==> src/rtl/hazard_pkg.sv <==
// rtl/hazard_pkg.sv - shared types and helpers for the RAW hazard scoreboard
package hazard_pkg;

    // Widest register index any instance may use; entries store rd at this width
    localparam int REG_W_MAX = 8;

    // Forward-select value meaning "read the register file"
    localparam int FWD_REGFILE = 0;

    typedef struct packed {
        logic                 v;
        logic [REG_W_MAX-1:0] rd;
        logic                 ld;
    } sb_entry_t;

    // Select field width: enough for stage numbers 1..depth-1, never zero bits
    function automatic int sel_w(input int depth);
        return (depth <= 2) ? 1 : $clog2(depth);
    endfunction

endpackage

==> src/rtl/hazard_scoreboard_if.sv <==
// rtl/hazard_scoreboard_if.sv - decode-side bundle between decode and the scoreboard
interface hazard_scoreboard_if #(
    parameter int REG_W = 3,
    parameter int SEL_W = 2,
    parameter int CNT_W = 16
);
    logic             id_valid;
    logic [REG_W-1:0] id_rs;
    logic [REG_W-1:0] id_rt;
    logic             id_rs_used;
    logic             id_rt_used;
    logic             id_wr_en;
    logic [REG_W-1:0] id_rd;
    logic             id_is_load;
    logic             flush;
    logic             stall;
    logic             issue;
    logic [SEL_W-1:0] fwd_rs_sel;
    logic [SEL_W-1:0] fwd_rt_sel;
    logic [CNT_W-1:0] stall_cnt;

    modport master (
        output id_valid, id_rs, id_rt, id_rs_used, id_rt_used,
               id_wr_en, id_rd, id_is_load, flush,
        input  stall, issue, fwd_rs_sel, fwd_rt_sel, stall_cnt
    );

    modport slave (
        input  id_valid, id_rs, id_rt, id_rs_used, id_rt_used,
               id_wr_en, id_rd, id_is_load, flush,
        output stall, issue, fwd_rs_sel, fwd_rt_sel, stall_cnt
    );
endinterface

==> src/rtl/hazard_match.sv <==
// rtl/hazard_match.sv - per-source priority matcher over in-flight stages
module hazard_match
    import hazard_pkg::*;
#(
    parameter int REG_W  = 3,
    parameter int DEPTH  = 3,
    parameter int FWD_EN = 0,
    parameter int LD_LAT = 1,
    parameter int SEL_W  = 2
) (
    input  sb_entry_t        stages [1:DEPTH],
    input  logic [REG_W-1:0] src,
    input  logic             used,
    output logic             hazard,
    output logic [SEL_W-1:0] sel
);

    // Youngest matching writer wins; the last stage is covered by the regfile bypass
    always_comb begin
        logic found;
        found  = 1'b0;
        hazard = 1'b0;
        sel    = SEL_W'(FWD_REGFILE);
        for (int k = 1; k <= DEPTH - 1; k++) begin
            if (!found && used && stages[k].v && (stages[k].rd[REG_W-1:0] == src)) begin
                found = 1'b1;
                if (FWD_EN == 0) begin
                    hazard = 1'b1;
                end else if (stages[k].ld && (k <= LD_LAT)) begin
                    hazard = 1'b1;
                end else begin
                    sel = SEL_W'(k);
                end
            end
        end
    end

endmodule

==> src/rtl/hazard_scoreboard.sv <==
// rtl/hazard_scoreboard.sv - RAW hazard scoreboard with optional forwarding and flush
module hazard_scoreboard
    import hazard_pkg::*;
#(
    parameter int REG_W        = 3,
    parameter int DEPTH        = 3,
    parameter int FWD_EN       = 0,
    parameter int LD_LAT       = 1,
    parameter int FLUSH_STAGES = 1,
    parameter int CNT_W        = 16
) (
    input  logic                clk,
    input  logic                rst,
    hazard_scoreboard_if.slave  bus
);

    localparam int SEL_W = sel_w(DEPTH);

    sb_entry_t        stages [1:DEPTH];
    sb_entry_t        new_entry;
    logic             haz_rs;
    logic             haz_rt;
    logic             hazard;
    logic [SEL_W-1:0] sel_rs;
    logic [SEL_W-1:0] sel_rt;
    logic [CNT_W-1:0] cnt;

    hazard_match #(
        .REG_W(REG_W), .DEPTH(DEPTH), .FWD_EN(FWD_EN), .LD_LAT(LD_LAT), .SEL_W(SEL_W)
    ) u_match_rs (
        .stages(stages), .src(bus.id_rs), .used(bus.id_rs_used),
        .hazard(haz_rs), .sel(sel_rs)
    );

    hazard_match #(
        .REG_W(REG_W), .DEPTH(DEPTH), .FWD_EN(FWD_EN), .LD_LAT(LD_LAT), .SEL_W(SEL_W)
    ) u_match_rt (
        .stages(stages), .src(bus.id_rt), .used(bus.id_rt_used),
        .hazard(haz_rt), .sel(sel_rt)
    );

    assign hazard         = haz_rs | haz_rt;
    assign bus.stall      = bus.id_valid & hazard & ~bus.flush;
    assign bus.issue      = bus.id_valid & ~hazard & ~bus.flush;
    assign bus.fwd_rs_sel = sel_rs;
    assign bus.fwd_rt_sel = sel_rt;
    assign bus.stall_cnt  = cnt;

    // Entry presented to stage 1; only meaningful when the instruction issues
    always_comb begin
        new_entry    = '0;
        new_entry.v  = bus.id_wr_en;
        new_entry.rd = REG_W_MAX'(bus.id_rd);
        new_entry.ld = bus.id_is_load;
    end

    // Advance the in-flight pipe; flush turns young entries into bubbles as they move
    always_ff @(posedge clk) begin
        if (rst) begin
            for (int k = 1; k <= DEPTH; k++) begin
                stages[k] <= '0;
            end
        end else begin
            stages[1] <= bus.issue ? new_entry : '0;
            for (int k = 2; k <= DEPTH; k++) begin
                if (bus.flush && ((k - 1) < FLUSH_STAGES)) begin
                    stages[k] <= '0;
                end else begin
                    stages[k] <= stages[k-1];
                end
            end
        end
    end

    // Saturating count of cycles spent stalling decode
    always_ff @(posedge clk) begin
        if (rst) begin
            cnt <= '0;
        end else if (bus.stall && (cnt != {CNT_W{1'b1}})) begin
            cnt <= cnt + 1'b1;
        end
    end

endmodule

==> src/flat_wrapper.sv <==
// flat-port wrapper written by rule: the top's interface ports become plain ports
module hazard_scoreboard_flat import hazard_pkg::*;
#(
    parameter int REG_W        = 3,
    parameter int DEPTH        = 3,
    parameter int FWD_EN       = 0,
    parameter int LD_LAT       = 1,
    parameter int FLUSH_STAGES = 1,
    parameter int CNT_W        = 16
)
  (clk, rst, bus_id_valid, bus_id_rs, bus_id_rt, bus_id_rs_used, bus_id_rt_used, bus_id_wr_en, bus_id_rd, bus_id_is_load, bus_flush, bus_stall, bus_issue, bus_fwd_rs_sel, bus_fwd_rt_sel, bus_stall_cnt);
  hazard_scoreboard_if #(.REG_W(REG_W), .SEL_W(2), .CNT_W(CNT_W)) bus_i ();
  input  logic clk;
  input  logic rst;
  input wire logic [$bits(bus_i.id_valid)-1:0] bus_id_valid;
  input wire logic [$bits(bus_i.id_rs)-1:0] bus_id_rs;
  input wire logic [$bits(bus_i.id_rt)-1:0] bus_id_rt;
  input wire logic [$bits(bus_i.id_rs_used)-1:0] bus_id_rs_used;
  input wire logic [$bits(bus_i.id_rt_used)-1:0] bus_id_rt_used;
  input wire logic [$bits(bus_i.id_wr_en)-1:0] bus_id_wr_en;
  input wire logic [$bits(bus_i.id_rd)-1:0] bus_id_rd;
  input wire logic [$bits(bus_i.id_is_load)-1:0] bus_id_is_load;
  input wire logic [$bits(bus_i.flush)-1:0] bus_flush;
  output wire logic [$bits(bus_i.stall)-1:0] bus_stall;
  output wire logic [$bits(bus_i.issue)-1:0] bus_issue;
  output wire logic [$bits(bus_i.fwd_rs_sel)-1:0] bus_fwd_rs_sel;
  output wire logic [$bits(bus_i.fwd_rt_sel)-1:0] bus_fwd_rt_sel;
  output wire logic [$bits(bus_i.stall_cnt)-1:0] bus_stall_cnt;
  assign bus_i.id_valid = bus_id_valid;
  assign bus_i.id_rs = bus_id_rs;
  assign bus_i.id_rt = bus_id_rt;
  assign bus_i.id_rs_used = bus_id_rs_used;
  assign bus_i.id_rt_used = bus_id_rt_used;
  assign bus_i.id_wr_en = bus_id_wr_en;
  assign bus_i.id_rd = bus_id_rd;
  assign bus_i.id_is_load = bus_id_is_load;
  assign bus_i.flush = bus_flush;
  assign bus_stall = bus_i.stall;
  assign bus_issue = bus_i.issue;
  assign bus_fwd_rs_sel = bus_i.fwd_rs_sel;
  assign bus_fwd_rt_sel = bus_i.fwd_rt_sel;
  assign bus_stall_cnt = bus_i.stall_cnt;
  hazard_scoreboard #(.REG_W(REG_W), .DEPTH(DEPTH), .FWD_EN(FWD_EN), .LD_LAT(LD_LAT), .FLUSH_STAGES(FLUSH_STAGES), .CNT_W(CNT_W)) u_core (.clk(clk), .rst(rst), .bus(bus_i));
endmodule
==> config.mk <==
export PLATFORM = sky130hd
export DESIGN_NAME = hazard_scoreboard_flat
export DESIGN_NICKNAME = d
export VERILOG_FILES = /design/src/rtl/hazard_pkg.sv /design/src/rtl/hazard_scoreboard_if.sv /design/src/rtl/hazard_match.sv /design/src/rtl/hazard_scoreboard.sv /design/src/flat_wrapper.sv
export SDC_FILE = /design/constraint.sdc
export NUM_CORES = 1
export LEC_CHECK = 0
export CAP_MARGIN = 5
export CORE_MARGIN = 8
export CORE_UTILIZATION = 38
export CTS_BUF_LIST = sky130_fd_sc_hd__clkbuf_16
export CTS_CLUSTER_DIAMETER = 100
export DETAILED_ROUTE_END_ITERATION = 8
export PLACE_DENSITY = 0.66
export SYNTH_ARGS = -nofsm -noshare
export SYNTH_HDL_FRONTEND = slang
export SYNTH_SLANG_ARGS = --single-unit
==> constraint.sdc <==
create_clock -name clk -period 2.05 [get_ports clk]
set_clock_uncertainty 0.1 [all_clocks]
set_input_delay 0.205 -clock clk [delete_from_list [all_inputs] [get_ports clk]]
set_output_delay 0.205 -clock clk [all_outputs]
set_load 0.03 [all_outputs]
### Word level (Yosys, flattened, before mapping)

Index checks and enable logic that the tools add are counted.

* input bits: 17
* logic and storage cells: 37
* register bits after elaboration: 24

* bitwise gates (word level): 8
* equal/unequal tests: 5
* reductions and logical operators: 14
* muxes and demuxes: 4
* add/subtract/negate cells: 1

Operators with widths (number)
* $add A16 B1 Y16 const B: 1
* $ne A16 B16 Y1 const B: 1
* $eq A3 B3 Y1: 4
* $logic_and A1 B1 Y1: 11
* $and A1 B1 Y1: 4
* $mux W1: 4
* $not A1 Y1: 3
* $logic_not A1 Y1: 2
* $reduce_or A2 Y1: 1
* $or A1 B1 Y1: 1

### Longest topological paths before layout

* depth after elaboration: 14
* depth in mapped cells: 7
* gate-level depth less buffers: 6

### Cells and area by module

Synthesis repeated with hierarchy kept, for this count alone.

* cell total of the unflattened synthesis: 164
* area, all modules: 1478.9 um^2

Modules (own cells, without submodules)
* hazard_scoreboard: area each 1276.2 um^2, cells an instance 138, sequential area each 620.6 um^2, times used 1
* hazard_match: area each 101.3 um^2, cells an instance 13, sequential area each 0.0 um^2, times used 2

### Worst setup path after synthesis

No wires, ideal clock.

* path kind: register -> register
* start: register u_core.cnt[6] (netlist: u_core.bus.stall_cnt[6])
* end: register u_core.cnt[5] (netlist: u_core.bus.stall_cnt[5])
* data arrival time: 1.880 ns
* cell stages (with the launch flop): 7
* slack: -0.054 ns
* required time: 1.827 ns
* library setup time: 0.123 ns
* path through: dfxtp_1 > nand4_1 > or4_1 > clkbuf_1 > nand4_1 > nor2_1 > mux2_1

* cells in the longest elaborated chain, start to end: 2

RTL lines
* start, declared: RTL line hazard_scoreboard.sv:26 `logic [CNT_W-1:0] cnt;`
* start signal, assigned: RTL line hazard_scoreboard.sv:80 `cnt <= cnt + 1'b1;`
* $ne A16 B16 Y1: RTL line hazard_scoreboard.sv:79 `end else if (bus.stall && (cnt != {CNT_W{1'b1}})) begin`
* $logic_and A1 B1 Y1: RTL line hazard_scoreboard.sv:79

Every way passes these cells.
A chain may end at the register's enable or synchronous reset.

### Worst setup path in the final report

* start: register, netlist name u_core.stages[13]
* end: output port bus_issue

* cells in the longest elaborated chain, start to end: 7
* elaborated cells between the ends (all ways): 10

RTL lines
* $eq A3 B3 Y1: RTL line hazard_match.sv:25 `if (!found && used && stages[k].v && (stages[k].rd[REG_W-1:0] == src)) begin`
* $logic_and A1 B1 Y1: RTL line hazard_match.sv:25
* $mux W1: RTL line hazard_match.sv:25
* $or A1 B1 Y1 (*): RTL line hazard_scoreboard.sv:42 `assign hazard = haz_rs | haz_rt;`
* $not A1 Y1 (*): RTL line hazard_scoreboard.sv:44 `assign bus.issue = bus.id_valid & ~hazard & ~bus.flush;`
* $and A1 B1 Y1 (*) (2 in a row): RTL line hazard_scoreboard.sv:44
* end, declared: RTL line flat_wrapper.sv:25 `output wire logic [$bits(bus_i.issue)-1:0] bus_issue;`

Mark *: on every way between the ends. The rest lies on a longest branch, timed or not.

==> results.sh <==
export IMPL_path_cells="buf_4 -> xor2_1 -> nor4_4 -> nor4_4 -> buf_4 -> and2_4 -> buf_6"
export IMPL_violations="negative setup slack"
export IMPL_routabilityCongestion=0.873
export IMPL_antenna_cells=0
export IMPL_critPathArrivalTime_ns=1.80
export IMPL_die_h_um=74.2
export IMPL_hold_path_class="in -> reg"
export IMPL_antenna_found_initial=0
export IMPL_fmax_mhz=475
export IMPL_path_class="reg -> out"
export IMPL_routed_via_density=5.41
export IMPL_ys_seq_area_share_pct=37.3
export IMPL_fin_ws_ns=-0.0562
export IMPL_setup_viol=4
export IMPL_worst_hold_startpoint="bus_id_rd[0]"
export IMPL_relSlewSlack_pct=65.2
export IMPL_slowest_stage="dfxtp_2"
export IMPL_critPathLaunchType="register"
export IMPL_first_pass_iters=5
export IMPL_die_w_um=74.2
export IMPL_avgSynthCellArea_um2=8.41
export IMPL_synth_area_leaders="dfxtp_1, xor2_1, nor2b_1, mux2_1, or4_1"
export IMPL_grt_pass1_wl_mm=6.04
export IMPL_die_area_mm2=0.00551
export IMPL_worst_ep_required_time_ns=1.75
export IMPL_vdd_drop_max_v=0.000279
export IMPL_end_kind="primary output"
export IMPL_cts_tree="done"
export IMPL_synth_top_area_cell="dfxtp_1"
export IMPL_cts_root_buf="clkbuf_16"
export IMPL_reg2regPathDepth=7
export IMPL_fillers=247
export IMPL_synthCells=153
export IMPL_final_cell_mix="clkdlybuf4s50_1, buf_4, dfxtp_2"
export IMPL_rr_startpoint="u_core.stages[13]"
export IMPL_finalCriticalPeriod_ns=2.11
export IMPL_drtAntennaViolNets=0
export IMPL_total_power_uw=1020
export IMPL_row_count=21
export IMPL_grt_max_degree=16
export IMPL_crit_cells=7
export IMPL_final_nets=223
export IMPL_rsz0062_at_grt="true"
export IMPL_drc=0
export IMPL_critical_path_startpoint="u_core.stages[13]"
export IMPL_yosysWarnings=0
export IMPL_fin_crit_sh_pct=103
export IMPL_p_per_area_mw_per_mm2=456
export IMPL_cts_sinks=24
export IMPL_synth_edf_count=0
export IMPL_synth_seq_cells=24
export IMPL_status="finished, violations left"
export IMPL_r2r_end="u_core.bus.stall_cnt[9]"
export IMPL_initial_core_util_pct=39.2
export IMPL_grt_pass1_vias=1322
export IMPL_cts_max_level=1
export IMPL_path_delay_family="simple AND/OR/NAND/NOR gates"
export IMPL_synthToLayoutAreaGrowth_pct=73.8
export IMPL_io_pins=39
export IMPL_path_buf_inv=3
export IMPL_wl_per_cell_um=16.9
export IMPL_p_leak_uw=0.000788
export IMPL_yosys_area_top_type_share_pct=37.3
export IMPL_synth_async_reset_ratio_pct=0
export IMPL_clock_latency_ns=0.26
export IMPL_io_buffers=33
export IMPL_tightest_slew_ns=0.521
export IMPL_dp_hpwl_mm=2.63
export IMPL_core_area_mm2=0.00328
export IMPL_synth_flop_cell="dfxtp_1"
export IMPL_final_common_cell="clkdlybuf4s50_1"
export IMPL_hold_viol=0
export IMPL_synth_distinct_cells=28
export IMPL_drv_slew=0
export IMPL_syn_area_mm2=0.00129
export IMPL_grtUsageTotal_pct=14.1
export IMPL_routed_wl_mm=4.23
export IMPL_cts_buffers=3
export IMPL_vias=1353
export IMPL_overflow=0
export IMPL_drv_cap=0
export IMPL_cts_path_max_buffers=2
export IMPL_endpoint="bus_issue"
export IMPL_cts_reportedPaths_clkPinSlew_ns=0.07
export IMPL_critPathMaxFanout=4
export IMPL_final_core_util_pct=68.1
export IMPL_dr_first_iter_drc_count=113
export IMPL_max_stage_delay_ns=0.34
export IMPL_r2r_setup_slack_ns=-0.02
export IMPL_drive_gt1_share_pct=42.6
==> metrics by stage <==
stage | cells | hold slack, ns | setup slack, ns | setup TNS, ns | instance area, µm²
after floorplan | 156 | 0.227 | 0.0104 | 0 | 1310
after global placement | 240 | 0.378 | -0.398 | -6.78 | 1760
after detailed placement | 240 | 0.391 | -0.540 | -8.83 | 1760
after CTS | 249 | 0.396 | 0.00112 | 0 | 2030
after global routing | 250 | 0.394 | -0.0974 | -0.663 | 2240
final | 250 | 0.390 | -0.0562 | -0.0871 | 2240
==> state kept, by name (all words and copies together) (netlist names) <==
name / cells
u_core.bus.stall_cnt: 16
u_core.stages: 8
==> cell usage after synthesis (4+ instances only) <==
master,number
dfxtp_1,24
xor2_1,12
a21oi_1,10
nor2b_1,10
nand2_1,9
nor2_1,8
nor4_1,8
clkbuf_1,7
nand4_1,7
or4_1,7
and2_1,6
o31ai_1,6
mux2_1,5
or3_1,5
buf_4,4
inv_1,4
nand2b_1,4
nand3_1,4
o21ai_0,4
==> power breakdown <==
| group | total (µW) | internal (µW) | switching [µW] |
|---|---|---|---|
| sequential | 473 | 467 | 5.74 |
| combinational | 120 | 54.3 | 65.5 |
| clock | 427 | 261 | 166 |
==> what timing repair did <==
item	4_1_cts	5_1_grt
endpoints found under the setup margin	22	21
pin swaps	14	17
resized for setup	38	40
hold buffers	0	0
buffers inserted	5	5
==> kinds of logic (layout without fill, tap and decap cells) <==
kind of cell	Yosys count	count (layout)	share of synthesized area [%]
and+or+nand+nor	72	72	32.2
DFF	24	24	37.3
AOI/OAI and AO/OA	22	22	10.4
buffers and inverters	15	63	5.54
xor gates and xnor gates	12	12	8.16
muxes	6	6	5.15
adders and majority gates	1	1	0.972
other	1	4	0.291
==> worst min-delay path by stage <==
stage,end,slack [ns],depth (start not counted)
after floorplan,u_core.stages[21],0.23,1
after global placement,u_core.bus.stall_cnt[1],0.38,2
after detailed placement,u_core.stages[19],0.39,1
after CTS,u_core.stages[22],0.40,2
after global routing,u_core.stages[22],0.39,2
final,u_core.stages[21],0.39,2
==> area by class of cell <==
class	instances	area [µm²]	area share, %
Clock inverter	1	3.75	0.168
Clock buffer	3	75.1	3.36
Tap cell	46	57.6	2.57
Multi-Input combinational cell	117	1080	48.3
Timing Repair Buffer	55	497	22.2
Inverter	4	15.0	0.671
Sequential cell	24	509	22.8
==> metal layers <==
layer  vias up  global-route usage [%]  part of all wire (%)
li1        640                       -                     -
met1       651                    16.3                    40
met3         9                    3.23                   5.9
met2        53                    25.0                    52
met5         -                       0                     0
met4         0                    3.99                   2.5
No activity file was read; power rests on OpenSTA's default activity.
